==> src/rtl/cmd_frame_pkg.sv <==
// cmd_frame_pkg: shared FSM encoding, frame header constant and payload byte count helper
package cmd_frame_pkg;
  typedef enum logic [1:0] {IDLE, INDEX, DATA, CHECK} state_t;
  localparam logic [7:0] CMD_HEADER = 8'hA5;
  function automatic int nb_of(input int dw);
    return dw / 8;
  endfunction
endpackage

==> src/rtl/cmd_frame_decoder_if.sv <==
// cmd_frame_decoder_if: byte-stream input and target/status outputs of the command frame decoder
interface cmd_frame_decoder_if #(
  parameter int NUM_CH = 4,
  parameter int DATA_WIDTH = 32
);
  logic CMD_FRAME_DECODER_newData_In;
  logic [7:0] CMD_FRAME_DECODER_data_InBus;
  logic [NUM_CH*DATA_WIDTH-1:0] CMD_FRAME_DECODER_TARGETS_OutBus;
  logic CMD_FRAME_DECODER_UPDATE_Out;
  logic CMD_FRAME_DECODER_ERROR_Out;
  logic CMD_FRAME_DECODER_TIMEOUT_Out;
  modport master (
    output CMD_FRAME_DECODER_newData_In, CMD_FRAME_DECODER_data_InBus,
    input CMD_FRAME_DECODER_TARGETS_OutBus, CMD_FRAME_DECODER_UPDATE_Out,
    input CMD_FRAME_DECODER_ERROR_Out, CMD_FRAME_DECODER_TIMEOUT_Out
  );
  modport slave (
    input CMD_FRAME_DECODER_newData_In, CMD_FRAME_DECODER_data_InBus,
    output CMD_FRAME_DECODER_TARGETS_OutBus, CMD_FRAME_DECODER_UPDATE_Out,
    output CMD_FRAME_DECODER_ERROR_Out, CMD_FRAME_DECODER_TIMEOUT_Out
  );
endinterface

==> src/rtl/cmd_timeout_counter.sv <==
// cmd_timeout_counter: saturating cycle counter that flags when LIMIT is reached
module cmd_timeout_counter #(
  parameter int LIMIT = 50_000
) (
  input logic clk,
  input logic rst_n,
  input logic clear,
  input logic enable,
  output logic expired
);
  localparam int W = $clog2(LIMIT + 1);
  logic [W-1:0] count;
  assign expired = count == W'(LIMIT);
  // count up until LIMIT and hold there; clear has priority
  always_ff @(posedge clk)
    if (!rst_n || clear) count <= '0;
    else if (enable && !expired) count <= count + 1'b1;
endmodule

==> src/rtl/cmd_frame_decoder.sv <==
// cmd_frame_decoder: frames SPI bytes into checksummed target writes; CMD_WATCHDOG_EN adds a link-loss failsafe
module cmd_frame_decoder
  import cmd_frame_pkg::*;
#(
  parameter int NUM_CH = 4,
  parameter int DATA_WIDTH = 32,
  parameter int BYTE_TIMEOUT = 50_000,
  parameter int WDOG_CYCLES = 5_000_000
) (
  input logic CMD_FRAME_DECODER_CLOCK_50,
  input logic CMD_FRAME_DECODER_RESET_InLow,
  cmd_frame_decoder_if.slave bus
);
  localparam int NB = nb_of(DATA_WIDTH);
  localparam int CW = $clog2(NB + 1);
  if (NUM_CH < 1 || NUM_CH > 255 || DATA_WIDTH < 8 || DATA_WIDTH % 8 != 0 || BYTE_TIMEOUT < 1 || WDOG_CYCLES < 1)
    begin : g_bad_params
      $error("cmd_frame_decoder: invalid parameters");
    end
  logic clk, rst_n, strobe;
  logic [7:0] din;
  state_t state, state_n;
  logic [7:0] idx, acc;
  logic [CW-1:0] cnt;
  logic [DATA_WIDTH-1:0] shadow;
  logic [NUM_CH*DATA_WIDTH-1:0] targets;
  logic valid, err, update, error, byte_expired;
  assign clk = CMD_FRAME_DECODER_CLOCK_50;
  assign rst_n = CMD_FRAME_DECODER_RESET_InLow;
  assign strobe = bus.CMD_FRAME_DECODER_newData_In;
  assign din = bus.CMD_FRAME_DECODER_data_InBus;
  assign bus.CMD_FRAME_DECODER_TARGETS_OutBus = targets;
  assign bus.CMD_FRAME_DECODER_UPDATE_Out = update;
  assign bus.CMD_FRAME_DECODER_ERROR_Out = error;
  // idle gap counter: runs only inside a frame, restarts on every byte
  cmd_timeout_counter #(.LIMIT(BYTE_TIMEOUT)) u_byte_to (
    .clk(clk), .rst_n(rst_n), .clear(strobe || state_n == IDLE), .enable(1'b1), .expired(byte_expired)
  );
  // frame state register
  always_ff @(posedge clk)
    if (!rst_n) state <= IDLE;
    else state <= state_n;
  // next state plus accept/reject decision; a byte always beats a gap expiry
  always_comb begin
    state_n = state;
    valid = 1'b0;
    err = 1'b0;
    if (strobe)
      case (state)
        IDLE: state_n = din == CMD_HEADER ? INDEX : IDLE;
        INDEX: state_n = DATA;
        DATA: state_n = cnt == CW'(NB - 1) ? CHECK : DATA;
        default: begin
          valid = din == acc && int'(idx) < NUM_CH;
          err = !valid;
          state_n = IDLE;
        end
      endcase
    else if (byte_expired) begin
      state_n = IDLE;
      err = 1'b1;
    end
  end
  // index latch, payload shift register and running checksum
  always_ff @(posedge clk)
    if (!rst_n) begin
      idx <= '0;
      acc <= '0;
      cnt <= '0;
      shadow <= '0;
    end else if (strobe)
      case (state)
        INDEX: begin
          idx <= din;
          acc <= din;
          cnt <= '0;
        end
        DATA: begin
          shadow <= DATA_WIDTH'({shadow, din});
          acc <= acc ^ din;
          cnt <= cnt + 1'b1;
        end
        default: ;
      endcase
  // one-cycle status pulses, registered alongside the target write
  always_ff @(posedge clk)
    if (!rst_n) begin
      update <= 1'b0;
      error <= 1'b0;
    end else begin
      update <= valid;
      error <= err;
    end
`ifdef CMD_WATCHDOG_EN
  logic wd_expired, timeout;
  // link-loss watchdog: restarted by every accepted frame
  cmd_timeout_counter #(.LIMIT(WDOG_CYCLES)) u_wdog (
    .clk(clk), .rst_n(rst_n), .clear(valid), .enable(1'b1), .expired(wd_expired)
  );
  // target bank: a valid frame beats the failsafe and lifts it
  always_ff @(posedge clk)
    if (!rst_n) begin
      targets <= '0;
      timeout <= 1'b0;
    end else if (valid) begin
      targets[int'(idx)*DATA_WIDTH +: DATA_WIDTH] <= shadow;
      timeout <= 1'b0;
    end else if (wd_expired) begin
      targets <= '0;
      timeout <= 1'b1;
    end
  assign bus.CMD_FRAME_DECODER_TIMEOUT_Out = timeout;
`else
  // target bank: holds the last accepted value per channel
  always_ff @(posedge clk)
    if (!rst_n) targets <= '0;
    else if (valid) targets[int'(idx)*DATA_WIDTH +: DATA_WIDTH] <= shadow;
  assign bus.CMD_FRAME_DECODER_TIMEOUT_Out = 1'b0;
`endif
endmodule

==> src/flat_wrapper.sv <==
// flat-port wrapper written by rule: the top's interface ports become plain ports
module cmd_frame_decoder_flat import cmd_frame_pkg::*;
#(
  parameter int NUM_CH = 4,
  parameter int DATA_WIDTH = 32,
  parameter int BYTE_TIMEOUT = 50_000,
  parameter int WDOG_CYCLES = 5_000_000
)
  (CMD_FRAME_DECODER_CLOCK_50, CMD_FRAME_DECODER_RESET_InLow, bus_CMD_FRAME_DECODER_newData_In, bus_CMD_FRAME_DECODER_data_InBus, bus_CMD_FRAME_DECODER_TARGETS_OutBus, bus_CMD_FRAME_DECODER_UPDATE_Out, bus_CMD_FRAME_DECODER_ERROR_Out, bus_CMD_FRAME_DECODER_TIMEOUT_Out);
  cmd_frame_decoder_if #(.NUM_CH(NUM_CH), .DATA_WIDTH(DATA_WIDTH)) bus_i ();
  input logic CMD_FRAME_DECODER_CLOCK_50;
  input logic CMD_FRAME_DECODER_RESET_InLow;
  input wire logic [$bits(bus_i.CMD_FRAME_DECODER_newData_In)-1:0] bus_CMD_FRAME_DECODER_newData_In;
  input wire logic [$bits(bus_i.CMD_FRAME_DECODER_data_InBus)-1:0] bus_CMD_FRAME_DECODER_data_InBus;
  output wire logic [$bits(bus_i.CMD_FRAME_DECODER_TARGETS_OutBus)-1:0] bus_CMD_FRAME_DECODER_TARGETS_OutBus;
  output wire logic [$bits(bus_i.CMD_FRAME_DECODER_UPDATE_Out)-1:0] bus_CMD_FRAME_DECODER_UPDATE_Out;
  output wire logic [$bits(bus_i.CMD_FRAME_DECODER_ERROR_Out)-1:0] bus_CMD_FRAME_DECODER_ERROR_Out;
  output wire logic [$bits(bus_i.CMD_FRAME_DECODER_TIMEOUT_Out)-1:0] bus_CMD_FRAME_DECODER_TIMEOUT_Out;
  assign bus_i.CMD_FRAME_DECODER_newData_In = bus_CMD_FRAME_DECODER_newData_In;
  assign bus_i.CMD_FRAME_DECODER_data_InBus = bus_CMD_FRAME_DECODER_data_InBus;
  assign bus_CMD_FRAME_DECODER_TARGETS_OutBus = bus_i.CMD_FRAME_DECODER_TARGETS_OutBus;
  assign bus_CMD_FRAME_DECODER_UPDATE_Out = bus_i.CMD_FRAME_DECODER_UPDATE_Out;
  assign bus_CMD_FRAME_DECODER_ERROR_Out = bus_i.CMD_FRAME_DECODER_ERROR_Out;
  assign bus_CMD_FRAME_DECODER_TIMEOUT_Out = bus_i.CMD_FRAME_DECODER_TIMEOUT_Out;
  cmd_frame_decoder #(.NUM_CH(NUM_CH), .DATA_WIDTH(DATA_WIDTH), .BYTE_TIMEOUT(BYTE_TIMEOUT), .WDOG_CYCLES(WDOG_CYCLES)) u_core (.CMD_FRAME_DECODER_CLOCK_50(CMD_FRAME_DECODER_CLOCK_50), .CMD_FRAME_DECODER_RESET_InLow(CMD_FRAME_DECODER_RESET_InLow), .bus(bus_i));
endmodule
==> config.mk <==
export PLATFORM = sky130hd
export DESIGN_NAME = cmd_frame_decoder_flat
export DESIGN_NICKNAME = d
export VERILOG_FILES = /design/src/rtl/cmd_frame_pkg.sv /design/src/rtl/cmd_frame_decoder_if.sv /design/src/rtl/cmd_timeout_counter.sv /design/src/rtl/cmd_frame_decoder.sv /design/src/flat_wrapper.sv
export SDC_FILE = /design/constraint.sdc
export NUM_CORES = 1
export LEC_CHECK = 0
export CAP_MARGIN = 5
export CORE_MARGIN = 3
export CORE_UTILIZATION = 55
export CTS_BUF_LIST = sky130_fd_sc_hd__clkbuf_4 sky130_fd_sc_hd__clkbuf_8
export CTS_CLUSTER_SIZE = 16
export DETAILED_ROUTE_END_ITERATION = 6
export GPL_ROUTABILITY_DRIVEN = 0
export GPL_TIMING_DRIVEN = 0
export PLACE_DENSITY = 0.86
export SLEW_MARGIN = 0
export SYNTH_ARGS = -nofsm -noshare
export SYNTH_HDL_FRONTEND = slang
export SYNTH_SLANG_ARGS = --single-unit
==> constraint.sdc <==
create_clock -name CMD_FRAME_DECODER_CLOCK_50 -period 3.6 [get_ports CMD_FRAME_DECODER_CLOCK_50]
set_clock_uncertainty 0.2 [all_clocks]
set_input_delay 1.08 -clock CMD_FRAME_DECODER_CLOCK_50 [delete_from_list [all_inputs] [get_ports CMD_FRAME_DECODER_CLOCK_50]]
set_output_delay 1.08 -clock CMD_FRAME_DECODER_CLOCK_50 [all_outputs]
set_load 0.02 [all_outputs]
* Yosys cells after proc, flatten, opt, wreduce, memory -nomap -nowiden *
Cells that the tools add are included.

operators by class
  add/sub/neg operators = 3
  muxes and demuxes = 13
  $lt $le $gt $ge = 1
  bitwise operators = 1
  shifts and indexed selects = 2
  equality and inequality tests = 6
  reduce and logical (&&, ||, !) cells = 12

operator list
  operator                     count
  $bwmux W128                  1
  $shift A32 B33 Y128 const A  1
  $shiftx A32 B33 Y128         1
  $neg A13 Y33                 1
  $add A16 B1 Y16 const B      1
  $eq A16 B16 Y1 const B       1
  $pmux W8 S2                  1
  $eq A8 B8 Y1                 1
  $eq A8 B8 Y1 const B         1
  $lt A8 B3 Y1 const B         1
  $xor A8 B8 Y8                1
  $mux W1                      7
  $pmux W2 S3                  1
  $pmux W3 S2                  1
  $reduce_and A2 Y1            3
  $logic_not A2 Y1             2
  $mux W2                      2
  $add A3 B1 Y3 const B        1
  $eq A3 B2 Y1 const B         1
  $reduce_or A3 Y1             1
  $eq A2 B1 Y1 const B         1
  $eq A2 B2 Y1 const B         1
  $logic_not A1 Y1             2
  $logic_or A1 B1 Y1           2
  other kinds (2)              2

storage, ports and cells
  word-level logic and storage cells = 47
  flip-flop bits (word level) = 199
  input port bits = 11

* Longest topological paths before layout *
  word-level depth = 7
  gate-level depth with buffers = 11

* Hierarchy *
Synthesis repeated with hierarchy kept, for this count alone.

second synthesis, totals
  cell total of the unflattened synthesis = 1006
  area, all modules = 8790.9 µm²

by module, submodules not included
  module               area an instance (µm²)  cells each  instances
  cmd_frame_decoder    7922.6                  901         1
  cmd_timeout_counter  868.3                   105         1

* Worst setup path before layout *
No wires, ideal clock.

  kind = register -> register
  start = register u_core.idx[2]
  end = register u_core.targets[10] (netlist: u_core.bus.CMD_FRAME_DECODER_TARGETS_OutBus[10])
  required time = 3.280 ns
  cell stages (with the launch flop) = 12
  setup time = 0.120 ns
  arrival time = 2.784 ns
  path slack = 0.497 ns
  clock period less this slack = 3.103 ns
  cells stage by stage = dfxtp_1 buf_6 or4_4 nor4_1 ha_1 nand4bb_1 a221oi_1 nand4_1 or4_1 buf_2 buf_6 mux2i_1

between the ends
  word-level cells in the longest chain between the ends = 4

ends and longest elaborated chain
  item                                                                  line                      text
  from (decl)                                                           cmd_frame_decoder.sv:23   logic [7:0] idx, acc;
  from (signal assigned)                                                cmd_frame_decoder.sv:74   idx <= din;
  parallel branches: the longest is 4 deep, another holds $neg A13 Y33  -
  to (signal, indexed assignment)                                       cmd_frame_decoder.sv:117  else if (valid) targets[int'(idx)*DATA_WIDTH +: DATA_WIDTH] <= shadow;
  to (decl)                                                             cmd_frame_decoder.sv:26   logic [NUM_CH*DATA_WIDTH-1:0] targets;

Parallel ways; which one is timed is not known.
A chain may end at the register's enable or synchronous reset.

* Worst setup path after layout *
  start = register u_core.idx[2]
  end = register u_core.targets[17] (netlist: u_core.bus.CMD_FRAME_DECODER_TARGETS_OutBus[17])

The elaborated chain is that of the path after synthesis.

==> impl_metrics.tcl <==
set metrics [dict create \
    outcome "completed" \
    track_usage_pct 25.6 \
    drtIter0Drc 586 \
    rsz0062_at_grt "no" \
    utilization_pct 71.9 \
    async_reset_ff_share_pct 0 \
    grt_max_degree 17 \
    syn-num-nets 907 \
    min_path_cells 2 \
    cts_root_buffer "clkbuf_8" \
    postCtsSetupBuffers 0 \
    nets 1064 \
    cts_inserted_buffers 17 \
    tritoncts "built" \
    r2r-start "u_core.idx[2]" \
    wire_per_inst_um 16.8 \
    irDropWorstVdd_mv 0.348 \
    reg2reg_to "u_core.bus.CMD_FRAME_DECODER_TARGETS_OutBus[17]" \
    hold_violations 0 \
    route.detailed.drc 0 \
    worst_slack_ns 0.106 \
    reg2reg_depth 11 \
    portBuffers 138 \
    grt_overflow 0 \
    power.leakage_nw 3.53 \
    finalSetupTns_ns 0 \
    maxSlewHeadroom_pct 53.8 \
    maxCapViolations 0 \
    clk_path_buf_depth 2 \
    hold_class "flop to flop" \
    startpoint_type "flop" \
    n_antenna_cell 0 \
    yosys_warnings 0 \
    routed_wl_um 20700 \
    max_freq_ghz 0.286 \
    dieArea_um2 16300 \
    synth_cells 886 \
    antenna_found_initial 0 \
    required_ns 3.77 \
    synth_top_area_share_pct 48.9 \
    min_period_over_period_pct 97.1 \
    rows 43 \
    die_x_um 128 \
    synth_area_um2 8140 \
    die_y_um 128 \
    path_clk_slew_ns 0.10 \
    placed_cell_area_um2 9750 \
    clock_latency_ns 0.48 \
    finalInstanceArea_um2 10200 \
    synth.avg_cell_area_um2 9.19 \
    slew_violations 0 \
    cts-hold-fix-buffers 0 \
    synth_cell_types 46 \
    finalPower_mw 3.85 \
    synth_top_cell_by_area "dfxtp_1" \
    place_worst_setup_slack_ns -0.432 \
    use_met2_pct 42.0 \
    stdcell_count 1235 \
    critical_path_class "flop to flop" \
    setup_violations 0 \
    area_growth_pct 25.4 \
    met3_usage_pct 5.29 \
    grt_pass1_vias 6443 \
    power_density_nw_per_um2 377 \
    grt_first_pass_wirelength_um 33100 \
    cts_sinks 199 \
    synth-edff-count 0 \
    start_util_pct 57.3 \
    synth.yosys.seq_area_share_pct 48.9 \
    tightestPinTransition_ns 0.694 \
    drt-vias-per-instance 5.40 \
    htree_num_levels 4 \
    detailed_place_hpwl_um 15200 \
    drt_pre_antenna_iters 5 \
    vias 6674 \
    ys_ff_latch 199 \
    seq_area_um2 3980 \
    core_area_um2 14200 \
    io-pin-count 142 \
    period_needed_ns 3.49 \
    holdWs_ns 0.264 \
    synth_common_cells "nand2_1 (281), dfxtp_1 (199), mux2i_1 (136)" \
    synth_area_leaders "dfxtp_1 (49%), mux2i_1 (17%), nand2_1 (13%), a21boi_0 (4.7%), xor2_1 (2.2%)" \
    n_fill_cell 1057 \
    cp_max_fo 10 \
    layout-drive-gt1-share_pct 5.02 \
    arrival_ns 3.67 \
    final_antenna_net_count 0 \
    synth_most_common_cell "nand2_1" \
    worstSetupEndpointType "flop" \
    multi_input_area_um2 3850 \
    use_met1_pct 34.2 \
    placed_cells 1204 \
    synthFlopType "dfxtp_1" \
    top_usage_layer "met2" \
    r2r_slack_ns 0.11 \
]
-- placed cells by master (no fill, tap or decap), types with 4 or more instances in the layout --
cell	netlist	final
nand2_1	281	281
dfxtp_1	199	199
clkdlybuf4s50_1	0	138
mux2i_1	136	136
a21boi_0	51	51
clkbuf_1	45	45
xor2_1	20	20
nand3_1	18	18
clkbuf_8	0	18
nor2_1	17	17
inv_1	13	13
nor2b_1	11	11
ha_1	10	10
o21ai_0	9	9
nand4_1	6	6
buf_2	7	6
a21oi_1	5	5
buf_6	4	4
xnor2_1	4	4
nor3_1	4	4
buf_4	4	4
and3_1	4	4
bufinv_16	0	4
-- metal layers --
metal	vias up	share of wire, %
li1	3248	-
met1	3159	46
met2	240	46
met3	27	6.3
met4	0	1.6
met5	-	0
-- logic make-up after synthesis --
kind of cell,count (synthesis),share of synthesized area (%)
buffers and inverters,74,4.07
XOR/XNOR,24,2.58
flip-flops,199,48.9
AO/OA/AOI/OAI,73,6.36
other,1,0.0461
AND/OR/NAND/NOR,369,19.7
multiplexers,136,16.7
adder cells (fa/ha/maj),10,1.54
-- worst max-delay path by stage --
stage                                             start                                         endpoint  slack, ns
detailed placement  bus_CMD_FRAME_DECODER_data_InBus[1]  u_core.bus.CMD_FRAME_DECODER_TARGETS_OutBus[65]      -0.43
floorplan                                 u_core.idx[2]  u_core.bus.CMD_FRAME_DECODER_TARGETS_OutBus[10]       0.50
finish                                    u_core.idx[2]  u_core.bus.CMD_FRAME_DECODER_TARGETS_OutBus[17]       0.11
CTS                                       u_core.idx[2]  u_core.bus.CMD_FRAME_DECODER_TARGETS_OutBus[62]       0.02
global placement    bus_CMD_FRAME_DECODER_data_InBus[3]  u_core.bus.CMD_FRAME_DECODER_TARGETS_OutBus[84]      -0.34
global route                              u_core.idx[2]  u_core.bus.CMD_FRAME_DECODER_TARGETS_OutBus[14]       0.03
-- cell type report --
type	count	area share, %
clock buffer	20	2.57
buffer	61	2.79
multi-input combinational	613	37.7
sequential	199	39.0
timing repair buffer	138	13.5
tap	180	2.21
clock inverter	11	1.68
inverter	13	0.478
-- where the power goes --
part	internal (mW)	switching, mW	total, mW
Combinational	0.0257	0.0627	0.0884
Clock	0.790	0.769	1.56
Sequential	2.20	0.000300	2.20
Total	3.01	0.832	3.85
-- sequential cells by signal, indices dropped and copies added (netlist names) --
signal	cells
u_core.acc	8
u_core.bus.CMD_FRAME_DECODER_ERROR_Out	1
u_core.bus.CMD_FRAME_DECODER_TARGETS_OutBus	128
u_core.bus.CMD_FRAME_DECODER_UPDATE_Out	1
u_core.cnt	3
u_core.idx	8
u_core.shadow	32
u_core.state	2
u_core.u_byte_to.count	16
-- worst max-delay path: stages, from the launching register on --
cell	delay, ns
dfxtp_1	0.32
buf_6	0.13
or4_4	0.55
nor4_1	0.22
ha_1	0.24
nand4bb_1	0.14
a221oi_2	0.30
nand4_1	0.22
or4_1	0.54
buf_2	0.21
buf_6	0.18
mux2i_1	0.13
-- timing repair --
action,4_1_cts,5_1_grt
endpoints found under the setup margin,30,77
gates cloned,0,0
pin swaps,0,1
gates resized for setup,1,4
(Power assumes the default switching activity.)
